## src/rtl/ws2812_pixel_serializer.sv

```systemverilog
// WS2812B pixel serializer: takes BITS-wide pixel words over valid/ready and drives the
// NZR data line MSB first, inserting the latch low period whenever the stream runs dry.
module ws2812_pixel_serializer #(
  parameter int BITS = 24,
  parameter int T0H  = 40,
  parameter int T1H  = 80,
  parameter int TBIT = 125,
  parameter int TRST = 6000
) (
  input  logic            clk_i,
  input  logic            reset_ni,
  input  logic [BITS-1:0] pix_data_i,
  input  logic            pix_valid_i,
  output logic            pix_ready_o,
  output logic            dout_o,
  output logic            busy_o,
  output logic            frame_done_o
);

  localparam int CW = $clog2(TBIT);
  localparam int LW = $clog2(TRST + 1);
  localparam int IW = $clog2(BITS);

  localparam logic [CW-1:0] T0H_C     = CW'(T0H);
  localparam logic [CW-1:0] T1H_C     = CW'(T1H);
  localparam logic [CW-1:0] TBIT_LAST = CW'(TBIT - 1);
  localparam logic [LW-1:0] TRST_LAST = LW'(TRST - 1);
  localparam logic [IW-1:0] BIT_TOP   = IW'(BITS - 1);

  typedef enum logic [1:0] {IDLE, SEND, LATCH} state_e;

  state_e          state_q, state_d;
  logic [BITS-1:0] hold_q, hold_d;
  logic [BITS-1:0] shift_q, shift_d;
  logic            hold_full_q, hold_full_d;
  logic            dout_q, dout_d;
  logic [IW-1:0]   bit_q, bit_d;
  logic [CW-1:0]   cyc_q, cyc_d;
  logic [LW-1:0]   lat_q, lat_d;
  logic            take;
  logic            load;
  logic            bypass;

  assign pix_ready_o = !hold_full_q;
  assign take        = pix_valid_i && !hold_full_q;
  assign dout_o      = dout_q;
  assign busy_o      = (state_q != IDLE);

  always_comb begin
    state_d      = state_q;
    shift_d      = shift_q;
    bit_d        = bit_q;
    cyc_d        = cyc_q;
    lat_d        = lat_q;
    load         = 1'b0;
    bypass       = 1'b0;
    frame_done_o = 1'b0;
    unique case (state_q)
      IDLE: begin
        if (hold_full_q) begin
          load    = 1'b1;
          state_d = SEND;
        end
      end
      SEND: begin
        if (cyc_q == TBIT_LAST) begin
          cyc_d = '0;
          if (bit_q != '0) begin
            bit_d   = bit_q - 1'b1;
            shift_d = {shift_q[BITS-2:0], 1'b0};
          end else if (hold_full_q) begin
            load = 1'b1;
          end else if (take) begin
            // A word arriving on the pixel-end edge goes straight to the shifter.
            load   = 1'b1;
            bypass = 1'b1;
          end else begin
            state_d = LATCH;
            lat_d   = '0;
          end
        end else begin
          cyc_d = cyc_q + 1'b1;
        end
      end
      LATCH: begin
        if (lat_q == TRST_LAST) begin
          frame_done_o = 1'b1;
          state_d      = IDLE;
          lat_d        = '0;
        end else begin
          lat_d = lat_q + 1'b1;
        end
      end
      default: state_d = IDLE;
    endcase
    if (load) begin
      shift_d = bypass ? pix_data_i : hold_q;
      bit_d   = BIT_TOP;
      cyc_d   = '0;
    end
  end

  always_comb begin
    hold_d      = hold_q;
    hold_full_d = hold_full_q;
    if (load && !bypass) begin
      hold_full_d = 1'b0;
    end
    if (take && !bypass) begin
      hold_d      = pix_data_i;
      hold_full_d = 1'b1;
    end
  end

  // dout is registered, so it is computed from the counter value of the coming cycle.
  always_comb begin
    dout_d = (state_d == SEND) && (cyc_d < (shift_d[BITS-1] ? T1H_C : T0H_C));
  end

  always_ff @(posedge clk_i or negedge reset_ni) begin
    if (!reset_ni) begin
      state_q     <= IDLE;
      hold_q      <= '0;
      hold_full_q <= 1'b0;
      shift_q     <= '0;
      bit_q       <= '0;
      cyc_q       <= '0;
      lat_q       <= '0;
      dout_q      <= 1'b0;
    end else begin
      state_q     <= state_d;
      hold_q      <= hold_d;
      hold_full_q <= hold_full_d;
      shift_q     <= shift_d;
      bit_q       <= bit_d;
      cyc_q       <= cyc_d;
      lat_q       <= lat_d;
      dout_q      <= dout_d;
    end
  end

endmodule

```

## config.mk

```make
export PLATFORM = sky130hd
export DESIGN_NAME = ws2812_pixel_serializer
export DESIGN_NICKNAME = d
export VERILOG_FILES = /design/src/rtl/ws2812_pixel_serializer.sv
export SDC_FILE = /design/constraint.sdc
export NUM_CORES = 1
export LEC_CHECK = 0
export ABC_AREA = 1
export CORE_AREA = 2 2 137 125
export CTS_CLUSTER_DIAMETER = 50
export DETAILED_ROUTE_END_ITERATION = 10
export DIE_AREA = 0 0 139 127
export HOLD_SLACK_MARGIN = 0.05
export PLACE_DENSITY = 0.46
export SYNTH_ARGS = -nofsm -noshare
export SYNTH_HDL_FRONTEND = slang
export SYNTH_SLANG_ARGS = --single-unit
```

## constraint.sdc

```tcl
create_clock -name clk_i -period 2.59 [get_ports clk_i]
set_clock_uncertainty 0.05 [all_clocks]
set_input_delay 0.259 -clock clk_i [delete_from_list [all_inputs] [get_ports clk_i]]
set_output_delay 0.259 -clock clk_i [all_outputs]
set_load 0.02 [all_outputs]
```

## Word-level counts from Yosys, hierarchy flattened

Cells that the tools add are included.

- Add/sub/neg operators: 3
- Multiply operators: 0
- Div/mod/pow operators: 0
- Magnitude comparators: 1
- Equal/unequal tests: 9
- Shift operators: 0
- Muxes and demuxes: 40
- Bitwise logic cells: 0
- Reductions and logical operators: 16

Operator list:

| operator | number |
|---|---|
| two-way mux 24 bit | 5 |
| two-way mux 13 bit | 5 |
| two-way mux 7 bit | 4 |
| case mux 13 bit (2 select lines) | 1 |
| two-way mux 5 bit | 4 |
| adder 13 x 1 -> 13 bit (second input constant) | 1 |
| == test 13 bit (second input constant) | 1 |
| two-way mux 1 bit | 13 |
| two-way mux 2 bit | 6 |
| nonzero test 2 bit | 6 |
| inequality test 2 bit (second input constant) | 4 |
| adder 7 x 1 -> 7 bit (second input constant) | 1 |
| == test 7 bit (second input constant) | 1 |
| < comparator 7 bit | 1 |
| case mux 2 bit (3 select lines) | 1 |
| AND reduction 5 bit | 1 |
| nonzero test 5 bit | 1 |
| subtractor 5 x 1 -> 5 bit (second input constant) | 1 |
| == test 2 x 1 -> 1 bit (second input constant) | 2 |
| logical AND 1 bit | 4 |
| AND reduction 3 bit | 1 |
| == test 2 bit (second input constant) | 1 |
| zero test 1 bit | 2 |
| zero test 2 bit | 1 |
| case mux 1 bit (2 select lines) | 1 |

- Flip-flop bits (word level): 77
- Latch bits: 0
- Memory bits (writable): 0
- Bits in read-only memories: 0
- Input bits: 27
- Output and inout bits: 4
- Logic and storage cells: 78
- Memories: 0

## Longest topological paths before layout

- Word-level depth: 12
- Depth in mapped cells: 15
- Gate-level depth less buffers: 15

## Worst setup path before layout

No wires, ideal clock.

- Path type: reg2reg
- Start: register bit_q[0]
- End: register dout_q (netlist: dout_o)
- Setup time: 0.077 ns
- Arrival: 1.967 ns
- Required time: 2.463 ns
- Slack: 0.496 ns
- Cell stages (with the launch flop): 13
- Buffers on the path: 1
- Clock period less this slack: 2.094 ns
- Path through: dfrtp_1 > inv_1 > ha_1 > nand2_1 > nor2_4 > nand4_1 > nand2_2 > buf_4 > a211oi_1 > ha_1 > a21oi_1 > nand2_1 > a21oi_1

- Elaborated cells between the ends (all ways): 20
- Those cells by class: order compare (1); eq/ne (1); mux (16); reduce/logical (2)

RTL lines:

| item | RTL line | text |
|---|---|---|
| start: declaration | 37 | `logic [IW-1:0] bit_q, bit_d;` |
| start signal: assignment | 135 | `bit_q <= bit_d;` |
| nonzero test 5 bit | 68 | `if (bit_q != '0) begin` |
| two-way mux 1 bit | 68 |  |
| two-way mux 1 bit | 66 | `if (cyc_q == TBIT_LAST) begin` |
| case mux 1 bit (2 select lines) | 58 | `unique case (state_q)` |
| two-way mux 7 bit | 96 | `if (load) begin` |
| named net cyc_d[6] | 38 | `logic [CW-1:0] cyc_q, cyc_d;` |
| < comparator 7 bit | 117 | `dout_d = (state_d == SEND) && (cyc_d < (shift_d[BITS-1] ? T1H_C : T0H_C));` |
| logical AND 1 bit | 117 |  |
| named net dout_d | 36 | `logic dout_q, dout_d;` |
| end signal: assignment | 138 | `dout_q <= dout_d;` |
| end: declaration | 36 |  |

The timed path passes the listed nets, and every way through them passes these cells. The select of a mux whose other input is x is not followed.
A chain may end at the register's enable or synchronous reset.

## Worst setup path after layout

- Start: register lat_q[0]
- End: output port frame_done_o

- Longest elaborated chain between the ends: 3

Ends and longest elaborated chain:

| item | RTL line | text |
|---|---|---|
| start: declaration | 39 | `logic [LW-1:0] lat_q, lat_d;` |
| start signal: assignment | 137 | `lat_q <= lat_d;` |
| == test 13 bit | 86 | `if (lat_q == TRST_LAST) begin` |
| two-way mux 1 bit | 86 |  |
| two-way mux 1 bit | 58 |  |
| end: declaration | 17 | `output logic frame_done_o` |

No other way between the ends.

==> flow_summary.toml <==
[critical_path]
max_stage_delay_ns = 0.61
crit_path_top_delay_cell = "sky130_fd_sc_hd__clkdlybuf4s50_1"
critPathCaptureType = "primary output"
cpMostUsedCell = "sky130_fd_sc_hd__nor2_1"
timing.critical_path.required_ns = 2.28
cp_max_fo = 5
crit_chain = "ha_1, nand3_1, nor2_1, nand2_1, nor2_1, clkdlybuf4s50_1"
worst-setup-path-type = "reg -> out"
timing.critical_path.arrival_ns = 2.03
setup.worst_path.start_class = "flip-flop"

[finish]
seq_area_um2 = 1930
drive_above_1_share_pct = 9.59
multiInputGateArea_um2 = 1670
n_antenna_cell = 0
fill_cells = 1704
area_growth_syn_to_layout_pct = 22.3
finish.net_count = 541

[yosys]
async_reset_ff_share_pct = 100
yosysTopAreaCellShare_pct = 48.3
synth-main-ff-cell = "sky130_fd_sc_hd__dfrtp_1"
synth_enable_flop_cells = 0
post-synth-top-area-cell = "sky130_fd_sc_hd__dfrtp_1"
synthesis.instances = 470
synth_cell_types = 38
ys_warn_count = 0
syn-mean-instance-area_um2 = 8.48
synthesis.area_um2 = 3990
synth_nets = 505
yosys_register_bits = 77
yosysSeqAreaShare_pct = 48.3
cell_types_occupying_the_most_area_after_synthesis = "sky130_fd_sc_hd__dfrtp_1 (48%), sky130_fd_sc_hd__nand2_1 (9.4%), sky130_fd_sc_hd__inv_1 (6.9%)"

[clocking]
worst_skew_late_latency_ns = 0.33
cts_tree = "done"
cts_htree_levels = 3
cts.clk_slew.worst_paths_ns = 0.06
cts_num_sinks = 77
cts-buffers-inserted = 9
cts.root.buffer_cell = "sky130_fd_sc_hd__clkbuf_16"
clockBufferDepth = 2

[pwr]
intPower_w = 0.00224
comb_power_share_pct = 8.5
powerDensity_nw_per_um2 = 602
worst_supply_voltage_drop_on_vdd_uv = 335
p_seq_share_pct = 47.4
clock_network_fraction_of_total_power_pct = 44.0
swShare_pct = 23.7
p_leak_nw = 2.23
p_switching_w = 0.000696

[timing]
timing.final.crit_period_ns = 2.34
final-setup-viol-count = 0
hold_violation_total_from_the_final_report = 0
finalHoldWorstSlack_ns = 0.424
final_min_period_over_clock_period_pct = 90.4
worst_slew_margin_pct = 66.3
timing_worst_slew_pin_value_ns = 0.502
fmax_ghz = 0.427
timing.final.ws_setup_ns = 0.249
final-max-slew-violation-count = 0

[die]
design.core.area_um2 = 16100
i_o_pin_cnt = 31
die-height_um = 127
die_w_um = 139
floorplan.initialDensity_pct = 24.8
fp.dieArea_um2 = 17700
std_cell_rows = 44

[routing]
drt_wl_cell_um = 13.0
detail_route.first_pass.iterations = 5
post_drt_via_cell_ratio = 4.53
drt_wl_total_mm = 9.36
vias = 3256
postRouteAntennaNets = 0
first_iter_violations = 237
post-route-drc-count = 0

[placement]
gp_congestion = 0.822
placement_stage_worst_setup_slack_ns = 0.193
numPortBuffers = 30
dpl.hpwl_mm = 6.37

[global_routing]
globalRouteTotalUtil_pct = 11.0
first_pass_grt_wire_length_mm = 15.8
grt_antenna_before_repair = 0
gr-total-overflow = 0
first_global_vias = 3147
grt_max_degree = 78

[flow_run]
max_cap_violations = 0

[min_path]
hold_path.class = "in -> async"

[outcome]
status = "finished, final reports clean"
==> cells in the final DEF, fill, tap and decap left out, types with 13 or more instances in the layout <==
cell and instances:
sky130_fd_sc_hd__o21ai_0 51, sky130_fd_sc_hd__dfrtp_1 77, sky130_fd_sc_hd__clkdlybuf4s50_1 29, sky130_fd_sc_hd__nand2_1 100, sky130_fd_sc_hd__o221ai_1 20, sky130_fd_sc_hd__inv_1 73
sky130_fd_sc_hd__nor2_1 23, sky130_fd_sc_hd__o211ai_1 13, sky130_fd_sc_hd__nand4_1 16, sky130_fd_sc_hd__nand3_1 20
==> cell families after synthesis <==
logic type      synth area share (%)
simple gates                    21.3
compound gates                  16.6
buf+inv                         10.5
flops                           48.3
fa+ha+maj                       2.51
xor+xnor                       0.440
mux                            0.282
==> per-stage QoR <==
stage,instances,cell area (um^2),TNS (ns),utilization [%],power [W]
finish,718,4880,0,30.3,0.00294
global route,718,4880,-0.00975,30.3,0.00310
CTS,712,4810,0,29.9,0.00297
detailed placement,695,4490,0,27.9,0.00167
global placement,695,4490,0,27.9,0.00166
floorplan,470,3990,0,-,0.00154
==> power by group through the flow <==
stage	logic, W	registers (W)	clock network [W]
floorplan	0.000142	0.00140	0
global placement	0.000249	0.00141	0
detailed placement	0.000257	0.00141	0
CTS	0.000259	0.00139	0.00133
global route	0.000296	0.00141	0.00139
finish	0.000251	0.00139	0.00129
==> cells in the mapped netlist (2+ instances only) <==
cell type and count:
sky130_fd_sc_hd__a21oi_1 11, sky130_fd_sc_hd__a31oi_1 2, sky130_fd_sc_hd__buf_2 5, sky130_fd_sc_hd__buf_4 8, sky130_fd_sc_hd__clkbuf_1 3, sky130_fd_sc_hd__dfrtp_1 77
sky130_fd_sc_hd__ha_1 8, sky130_fd_sc_hd__inv_1 73, sky130_fd_sc_hd__inv_2 4, sky130_fd_sc_hd__nand2_1 100, sky130_fd_sc_hd__nand2_2 2, sky130_fd_sc_hd__nand2_4 2
sky130_fd_sc_hd__nand3_1 20, sky130_fd_sc_hd__nand3_2 4, sky130_fd_sc_hd__nand4_1 16, sky130_fd_sc_hd__nor2_1 23, sky130_fd_sc_hd__nor2_2 2, sky130_fd_sc_hd__nor3_1 7
sky130_fd_sc_hd__o211ai_1 13, sky130_fd_sc_hd__o21ai_0 51, sky130_fd_sc_hd__o21ai_1 2, sky130_fd_sc_hd__o221ai_1 20, sky130_fd_sc_hd__o311ai_1 2
==> routing by layer <==
| metal | track usage, % | share of wire, % | vias up |
|---|---|---|---|
| li1 | - | - | 1654 |
| met1 | 15.1 | 51 | 1556 |
| met2 | 17.5 | 46 | 38 |
| met3 | 2.32 | 2.4 | 8 |
| met4 | 3.57 | 1.1 | 0 |
| met5 | 0 | 0 | - |
==> state kept, by name (all words and copies together) (netlist names) <==
register     flops
shift_q         24
state_q          2
lat_q           13
hold_full_q      1
hold_q          24
dout_o           1
bit_q            5
cyc_q            7
==> final cells by class <==
| class | count | area share (%) |
|---|---|---|
| timing repair buffer | 42 | 8.59 |
| clock buffer | 11 | 5.18 |
| inverter | 78 | 6.05 |
| clock inverter | 5 | 1.21 |
| sequential | 77 | 39.5 |
| tap | 207 | 5.31 |
| multi-input combinational | 298 | 34.1 |
==> repair_timing <==
action / 4_1_cts / 5_1_grt
hold buffers: 1 / 0
resized for setup: 0 / 3
buffers inserted: 0 / 5
endpoints found under the setup margin: 0 / 1
hold endpoints to repair: 77 / 0
==> final timing paths <==
path / start / end / slack (ns) / cells past startpoint
setup / recovery: lat_q[0] / frame_done_o / 0.25 / 6
hold / removal: reset_ni / hold_q[2] / 0.42 / 3
setup reg to reg: cyc_q[0] / dout_o / 0.29 / 14
hold reg to reg: hold_q[12] / hold_q[12] / 0.43 / 2
max in group asynchronous: reset_ni / cyc_q[4] / 1.70 / 3
min in group clk_i: hold_q[12] / hold_q[12] / 0.43 / 2
==> critical path, delay by kind of cell (launching register included) <==
kind,cells,cell delay [ns]
adder cells (fa/ha/maj),1,0.20
buffers and inverters,1,0.61
flip-flops,1,0.35
AND/OR/NAND/NOR,4,0.54
Power figures use the tool's default switching activity.
